### src/rtl/apb_decode_n.sv
// rtl/apb_decode_n.sv - APB fan-out decoder routing by top address ID bits to N_TGT targets
//
// Purpose: one upstream APB completer port fanned out to N_TGT downstream
// APB requester ports. The top ID_W address bits select the target. The ID
// field is cleared on the forwarded address. Unmapped IDs are rejected with
// PSLVERR. A stalled access is aborted after TIMEOUT_CYC ACCESS cycles.
//
// Ports:
//   clk, rst_n                      clock, async active-low reset
//   s_psel/s_penable/s_pwrite       upstream control
//   s_paddr/s_pwdata                upstream address / write data
//   s_pready/s_prdata/s_pslverr     upstream response (registered, one-cycle pulse)
//   m_psel[N_TGT]                   one-hot downstream select
//   m_penable/m_pwrite              shared downstream control
//   m_paddr/m_pwdata                shared downstream address (ID cleared) / data
//   m_pready/m_prdata/m_pslverr     per-target response, target i at slice i
//   err_timeout/err_unmapped        one-cycle error event pulses
module apb_decode_n #(
  parameter int ADDR_W      = 32,
  parameter int DATA_W      = 32,
  parameter int N_TGT       = 2,
  parameter int TIMEOUT_CYC = 16
) (
  input  logic                    clk,
  input  logic                    rst_n,
  input  logic                    s_psel,
  input  logic                    s_penable,
  input  logic                    s_pwrite,
  input  logic [ADDR_W-1:0]       s_paddr,
  input  logic [DATA_W-1:0]       s_pwdata,
  output logic                    s_pready,
  output logic [DATA_W-1:0]       s_prdata,
  output logic                    s_pslverr,
  output logic [N_TGT-1:0]        m_psel,
  output logic                    m_penable,
  output logic                    m_pwrite,
  output logic [ADDR_W-1:0]       m_paddr,
  output logic [DATA_W-1:0]       m_pwdata,
  input  logic [N_TGT-1:0]        m_pready,
  input  logic [N_TGT*DATA_W-1:0] m_prdata,
  input  logic [N_TGT-1:0]        m_pslverr,
  output logic                    err_timeout,
  output logic                    err_unmapped
);

  localparam int ID_W  = $clog2(N_TGT);
  localparam int CNT_W = (TIMEOUT_CYC < 2) ? 1 : $clog2(TIMEOUT_CYC);
  localparam logic [CNT_W-1:0]  CNT_LAST = CNT_W'(TIMEOUT_CYC - 1);
  localparam logic [ID_W:0]     N_TGT_V  = (ID_W + 1)'(N_TGT);
  localparam logic [ADDR_W-1:0] ID_MASK  = {{ID_W{1'b1}}, {(ADDR_W - ID_W){1'b0}}};

  typedef enum logic [1:0] {S_IDLE, S_SETUP, S_ACCESS, S_RESP} state_t;

  state_t             r_state;
  state_t             w_state_nxt;
  logic [CNT_W-1:0]   r_cnt;
  logic [ID_W-1:0]    r_id;
  logic               r_write;

  logic [ID_W-1:0]    w_req_id;
  logic               w_mapped;
  logic               w_cap;
  logic [ID_W-1:0]    w_id_nxt;
  logic               w_sel_ready;
  logic               w_sel_err;
  logic [DATA_W-1:0]  w_sel_rdata;
  logic               w_resp_load;
  logic [DATA_W-1:0]  w_resp_rdata;
  logic               w_resp_err;
  logic               w_unm;
  logic               w_to;
  logic [N_TGT-1:0]   w_psel_nxt;

  assign w_req_id = s_paddr[ADDR_W-1 -: ID_W];
  assign w_mapped = ({1'b0, w_req_id} < N_TGT_V);
  assign w_id_nxt = w_cap ? w_req_id : r_id;

  // Response mux for the captured target; other targets' ready bits never matter.
  always_comb begin
    w_sel_ready = 1'b0;
    w_sel_err   = 1'b0;
    w_sel_rdata = '0;
    for (int i = 0; i < N_TGT; i++) begin
      if (r_id == ID_W'(i)) begin
        w_sel_ready = m_pready[i];
        w_sel_err   = m_pslverr[i];
        w_sel_rdata = m_prdata[i*DATA_W +: DATA_W];
      end
    end
  end

  always_comb begin
    w_state_nxt  = r_state;
    w_cap        = 1'b0;
    w_resp_load  = 1'b0;
    w_resp_rdata = '0;
    w_resp_err   = 1'b0;
    w_unm        = 1'b0;
    w_to         = 1'b0;
    case (r_state)
      S_IDLE: begin
        // Only a proper setup phase starts a transfer; psel&penable here is ignored.
        if (s_psel && !s_penable) begin
          w_cap = 1'b1;
          if (w_mapped) begin
            w_state_nxt = S_SETUP;
          end else begin
            w_state_nxt = S_RESP;
            w_resp_load = 1'b1;
            w_resp_err  = 1'b1;
            w_unm       = 1'b1;
          end
        end
      end
      S_SETUP: w_state_nxt = S_ACCESS;
      S_ACCESS: begin
        if (w_sel_ready) begin
          w_state_nxt  = S_RESP;
          w_resp_load  = 1'b1;
          w_resp_rdata = r_write ? '0 : w_sel_rdata;
          w_resp_err   = w_sel_err;
        end else if ((TIMEOUT_CYC != 0) && (r_cnt == CNT_LAST)) begin
          w_state_nxt = S_RESP;
          w_resp_load = 1'b1;
          w_resp_err  = 1'b1;
          w_to        = 1'b1;
        end
      end
      S_RESP: w_state_nxt = S_IDLE;
      default: w_state_nxt = S_IDLE;
    endcase
  end

  // Outputs are registered from the next state so they line up with the state they describe.
  always_comb begin
    w_psel_nxt = '0;
    if ((w_state_nxt == S_SETUP) || (w_state_nxt == S_ACCESS)) begin
      for (int i = 0; i < N_TGT; i++) begin
        if (w_id_nxt == ID_W'(i)) w_psel_nxt[i] = 1'b1;
      end
    end
  end

  always_ff @(posedge clk or negedge rst_n) begin
    if (!rst_n) begin
      r_state      <= S_IDLE;
      r_cnt        <= '0;
      r_id         <= '0;
      r_write      <= 1'b0;
      m_psel       <= '0;
      m_penable    <= 1'b0;
      m_pwrite     <= 1'b0;
      m_paddr      <= '0;
      m_pwdata     <= '0;
      s_pready     <= 1'b0;
      s_prdata     <= '0;
      s_pslverr    <= 1'b0;
      err_timeout  <= 1'b0;
      err_unmapped <= 1'b0;
    end else begin
      r_state <= w_state_nxt;
      r_cnt   <= ((r_state == S_ACCESS) && (w_state_nxt == S_ACCESS)) ? r_cnt + 1'b1 : '0;
      if (w_cap) begin
        r_id    <= w_req_id;
        r_write <= s_pwrite;
      end
      // Downstream bus only changes for mapped transfers.
      if (w_cap && w_mapped) begin
        m_paddr  <= s_paddr & ~ID_MASK;
        m_pwdata <= s_pwdata;
        m_pwrite <= s_pwrite;
      end
      m_psel       <= w_psel_nxt;
      m_penable    <= (w_state_nxt == S_ACCESS);
      s_pready     <= w_resp_load;
      s_prdata     <= w_resp_rdata;
      s_pslverr    <= w_resp_err;
      err_timeout  <= w_to;
      err_unmapped <= w_unm;
    end
  end

endmodule

### config.mk
export PLATFORM = sky130hd
export DESIGN_NAME = apb_decode_n
export DESIGN_NICKNAME = d
export VERILOG_FILES = /design/src/rtl/apb_decode_n.sv
export SDC_FILE = /design/constraint.sdc
export NUM_CORES = 1
export LEC_CHECK = 0
export CORE_MARGIN = 3
export CORE_UTILIZATION = 35
export CTS_CLUSTER_DIAMETER = 60
export DETAILED_ROUTE_END_ITERATION = 10
export PLACE_DENSITY = 0.76
export SYNTH_ARGS = -nofsm -noshare
export SYNTH_HDL_FRONTEND = slang
export SYNTH_SLANG_ARGS = --single-unit
### constraint.sdc
create_clock -name clk -period 1.55 [get_ports clk]
set_input_delay 0.155 -clock clk [delete_from_list [all_inputs] [get_ports clk]]
set_output_delay 0.155 -clock clk [all_outputs]
set_load 0.005 [all_outputs]
; ---- After elaboration in Yosys (flattened, before gate mapping)
; Cells that the tools add are included.
[word_totals]
regBits = 109
elab_cells = 48
inputBits = 137
out_inout_bits = 104
[op_classes]
addsub = 1
muxes = 24
n_reduce_logical = 5
n_eq_ne = 6
[ops]
columns = op, count
row1 = $mux W32, 4
row2 = $mux W1, 14
row3 = $mux W2, 4
row4 = $pmux W2 S4, 1
row5 = $eq A2 B2 Y1 const B, 3
row6 = $add A4 B1 Y4 const B, 1
row7 = $eq A2 B1 Y1 const B, 2
row8 = $eq A4 B4 Y1 const B, 1
row9 = $mux W4, 1
row10 = $logic_and A1 B1 Y1, 2
row11 = $logic_not A2 Y1, 1
row12 = $logic_not A1 Y1, 1
row13 = $logic_or A1 B1 Y1, 1

; ---- Depth between registers and ports, before layout
[depth]
depth_word = 7
depth_mapped = 8
mapped_depth_nobuf = 8

; ---- Worst setup path before layout
; No wires, ideal clock.
[synth_timing]
kind = register to register
start = register r_state[0]
end = register s_prdata[10]
required_time_ns = 1.479
arrival_time_ns = 1.504
setup_ns = 0.071
path_buffers = 2
period_less_slack_ns = 1.575
slack_ns = -0.025
path_stages_with_launch = 8
path_cell_list = dfrtp_1 -> inv_1 -> ha_1 -> inv_1 -> or3_1 -> buf_6 -> buf_12 -> nor2_4
[synth_between]
elab_chain_len = 2
[synth_rtl]
columns = element, line
row1 = "start, declared", 54  ; state_t r_state;
row2 = "start signal, assigned", 161  ; r_state <= w_state_nxt;
row3 = $eq A2 B2 Y1, 100  ; case (r_state)
row4 = $mux W32, 100
row5 = net w_resp_rdata[10], 68  ; logic [DATA_W-1:0] w_resp_rdata;
row6 = "end signal, assigned", 176  ; s_prdata <= w_resp_rdata;
row7 = "end, declared", 32  ; output logic [DATA_W-1:0] s_prdata,
; The timed path passes the listed nets, and every way through them passes these cells.
; A chain may end at the register's enable or synchronous reset.

; ---- Worst setup path after layout
[layout_timing]
start = register r_state[1]
end = register r_state[0]
[layout_between]
elab_chain_len = 2
word_cells_on_any_way = 5
classes_between = eq/ne: 3 / mux: 1 / reduce/logical: 1
[layout_rtl]
columns = element, line
row1 = $eq A2 B2 Y1 (tied with other cells), 100
row2 = $pmux W2 S4 (*), 100
row3 = net w_state_nxt[0], 55  ; state_t w_state_nxt;
; The timed path passes the listed nets; every way through them passes the cells marked *.

==> run summary <==
The flow ran to the end, but the final reports show violations. The checks that failed: setup timing. The detailed router's first-iteration violation count was 128. The global-route track usage on met2 is 0.315.

The die height was 119 µm. For the routing usage on met1, the log shows 0.179. TritonCTS built the clock tree. The async set or reset register ratio after synthesis was 1.00.

Master of the slowest instance on the critical path: dfrtp_1. Dividing the synthesized area by the synthesized cell count gives 15.5 µm². For this run, the slowest stage of the critical path takes 0.39 ns. The sequential share of the synthesized area was 0.605. The average wire length per cell after detail routing is 17.9 µm, and the routability-driven placement congestion ratio is 0.711. STA classifies the critical path startpoint as a flop.

The area growth from synthesis to layout is 77.7%. The logs give 0.174 for the portion of total power attributed to the clock network and 14,300 µm² for the die outline area. Setup repair after global routing could not meet its margin everywhere.

In this run the deepest clock path goes through 2 buffers. Kind of critical path: flop to flop. The run gives 0 as the number of max-cap violations.

The relative contribution of sequential cells to total power was 0.329. In this run the power spent charging and discharging nets is 4.00 mW. Cell internal power was estimated by the tool at 9.75 mW. 0 antenna diodes ended up in the layout. In this run the static leakage power is 3.52 nW.

The first detailed-routing pass took 4 iterations. 241 I/O pins were placed. The total overflow left after global routing is 0. The critical path capture point type was a flop.

Via count of the first global-routing pass: 3,555. The areal power density over the cells works out to 1720 nW/µm². The initial antenna violation count was 0; the flip-flop and latch count after synthesis was 109. The core footprint is 12,300 µm². The least setup slack across all paths after layout was -0.0225 ns. Ranked by total cell area, the synthesized netlist is headed by dfrtp_1, mux2_1, mux2i_1. The net switching share of the total power was 0.291; the number of filler cells placed in the layout was 925. For the count of endpoints failing hold in the final timing report, the log shows 0.

From left edge to right edge, the die measures 119 µm. The H-tree generated during clock tree synthesis spans 3 levels. The tools report the core occupancy in the finished layout as 0.651.

Entering global routing, the biggest net connects 45 pins. The critical path starts at r_state[1]. The critical path goes through buf_4, ha_4, buf_6, nor2_4, a31oi_4, buf_4, buf_4, buf_4, o31a_1. The net total in the final layout came out at 695. Dividing the detail-routed via count by the number of cells gives 4.55. The clock insertion delay at the later pin of the skew report is 0.35 ns. The unique cell type count in the Yosys netlist is 28, and the number of clock sinks is 109. Sorting the synthesized cells by how often they occur yields dfrtp_1, mux2_1, mux2i_1. The run gives 4 as the number of endpoints failing setup at the final stage.

The cell that appears most often on the critical path is buf_4. The most common cell in the synthesized netlist is dfrtp_1. At the worst endpoint, the arrival time is 1.81 ns. Among cell families on the critical path, the largest total delay comes from buffers and inverters.

In this run the tool buffered the top-level ports with 238 buffer cells. The synthesized design spends more area on one cell type than any other, namely dfrtp_1. The logs give 4510 µm² for the cell area after synthesis and 0 for the max-slew violation count. The run gives 0.0722 as the fraction of met3 tracks used by global routing.

The min-delay analysis places its worst path in the category input port to async pin. The share of the synthesized area in the top cell type works out to 0.605. After clock tree synthesis, the clock-pin slew on the worst setup and hold paths is 0.07 ns.

For the final database, setup skew stands at 0.00517 ns. The logs give 0 for the number of nets with antenna violations after detailed routing and 0.366 for the starting utilization of the core area. Most frequently used flop master after synthesis: dfrtp_1. In this run the clock root is driven by a clkbuf_16. The maximum clock rate is 636 MHz. The cell count after synthesis came out at 290. STA puts the critical path data required time at 1.78 ns. VDD sags by at most 0.804 mV. The number of buffers inserted during clock tree synthesis is 9. The logs give 19,200 µm for the first-pass GRT wire length and 0 for the number of design rule violations left after detail routing.

In this run the worst path has a maximum fanout of 2. The relative contribution of combinational cells to total power is 0.497, and the number of enable flip-flop cells after synthesis is 0. Power comes to 13.8 mW.

The tools report the total number of vias as 3,303. After detailed routing, the total wire length is 13,000 µm. The final clock period utilization by the worst path is 1.01, and the shortest period the worst path allows is 1.57 ns. The total routing resource utilization after global routing was 0.175; the proportion of layout cells with a drive suffix above 1 was 0.249. The buffers plus inverters on the worst setup path was 5. The launch point of the worst reg-to-reg path is r_state[1]. The number of warnings printed during yosys synthesis was 0; the site row count was 40. Global-route layer with the greatest usage: met2. Detailed-placement wirelength estimate: 9080 µm.
-- final timing paths --
kind | to | slack, ns | cells after the start
worst min register to register | m_paddr[0] | 0.49 | 1
worst min-delay path | m_paddr[28] | 0.32 | 2
worst max register to register | r_state[0] | -0.02 | 9
worst max-delay path | r_state[0] | -0.02 | 9
min in group clk | m_paddr[19] | 0.40 | 2
max in group asynchronous | m_paddr[24] | 0.64 | 3
-- cell usage in the layout, fill, tap and decap left out, types with 2 or more instances in the layout --
cell type,instances
conb_1,2
dfrtp_1,108
mux2_4,41
nor2_4,32
mux2_1,25
buf_16,2
nor2_1,2
ha_4,5
mux2i_1,33
buf_6,4
clkbuf_8,3
clkbuf_16,12
buf_4,14
buf_12,6
clkdlybuf4s50_1,237
nor2_2,3
clkinv_2,3
-- kinds of logic (layout without fill, tap and decap cells) --
| group | count (synthesis) | in the layout | synth area share |
|---|---|---|---|
| fa+ha+maj | 5 | 5 | 0.0139 |
| other cells | 1 | 2 | 0.000832 |
| xor+xnor | 2 | 2 | 0.00389 |
| buf+inv | 20 | 287 | 0.0344 |
| compound gates | 4 | 4 | 0.00611 |
| flops | 109 | 109 | 0.605 |
| simple gates | 49 | 49 | 0.0952 |
| mux | 100 | 100 | 0.240 |
-- routing by layer --
layer,vias up,wire length [µm],part of all wire
li1,1515,-,-
met2,156,6780,0.52
met4,0,309,0.024
met1,1610,4650,0.36
met3,22,1260,0.097
met5,-,0,0
-- state kept, by name, summed over array words and instances, names as in the netlist --
name and cells:
err_timeout 1, m_paddr 31, m_penable 1, m_psel 2
m_pwdata 32, r_cnt 4, r_id 1, r_state 2
r_write 1, s_prdata 32, s_pready 1, s_pslverr 1
-- what timing repair did --
action | in CTS | in global routing
hold buffers | 1 | 0
pin swaps | 3 | 6
buffers inserted | 7 | 2
setup endpoints to repair | 102 | 103
hold endpoints to repair | 30 | 0
gates cloned | 2 | 3
resized for setup | 26 | 62
-- cell type report --
type,instances,area [µm²],share of cell area
repair buffers,268,2800,0.349
flip-flops and latches,109,2730,0.341
multi-input cells,162,1950,0.243
clock buffers,12,267,0.0333
well taps,168,210,0.0262
clock inverters,4,45.0,0.00562
inverters,3,13.8,0.00172
-- through the flow --
step	hold WS [ns]	std cells	setup slack [ns]	instance area [µm²]	TNS (ns)
finish	0.323	726	-0.0225	8010	-0.0415
global route	0.354	726	-0.0821	8010	-3.56
CTS	0.319	721	-0.0125	7660	-0.0345
detailed placement	0.131	695	-0.155	7120	-11.17
global placement	0.127	695	-0.109	7120	-8.62
floorplan	-0.141	291	0.00331	4510	0
-- power groups by stage --
| stage | Combinational (mW) | Sequential, mW | Clock [mW] |
|---|---|---|---|
| floorplan | 2.20 | 4.60 | 0 |
| global placement | 5.23 | 4.48 | 0 |
| detailed placement | 5.36 | 4.54 | 0 |
| CTS | 5.85 | 4.49 | 2.45 |
| global route | 7.27 | 4.68 | 2.57 |
| finish | 6.84 | 4.53 | 2.39 |
(Power assumes the default switching activity.)
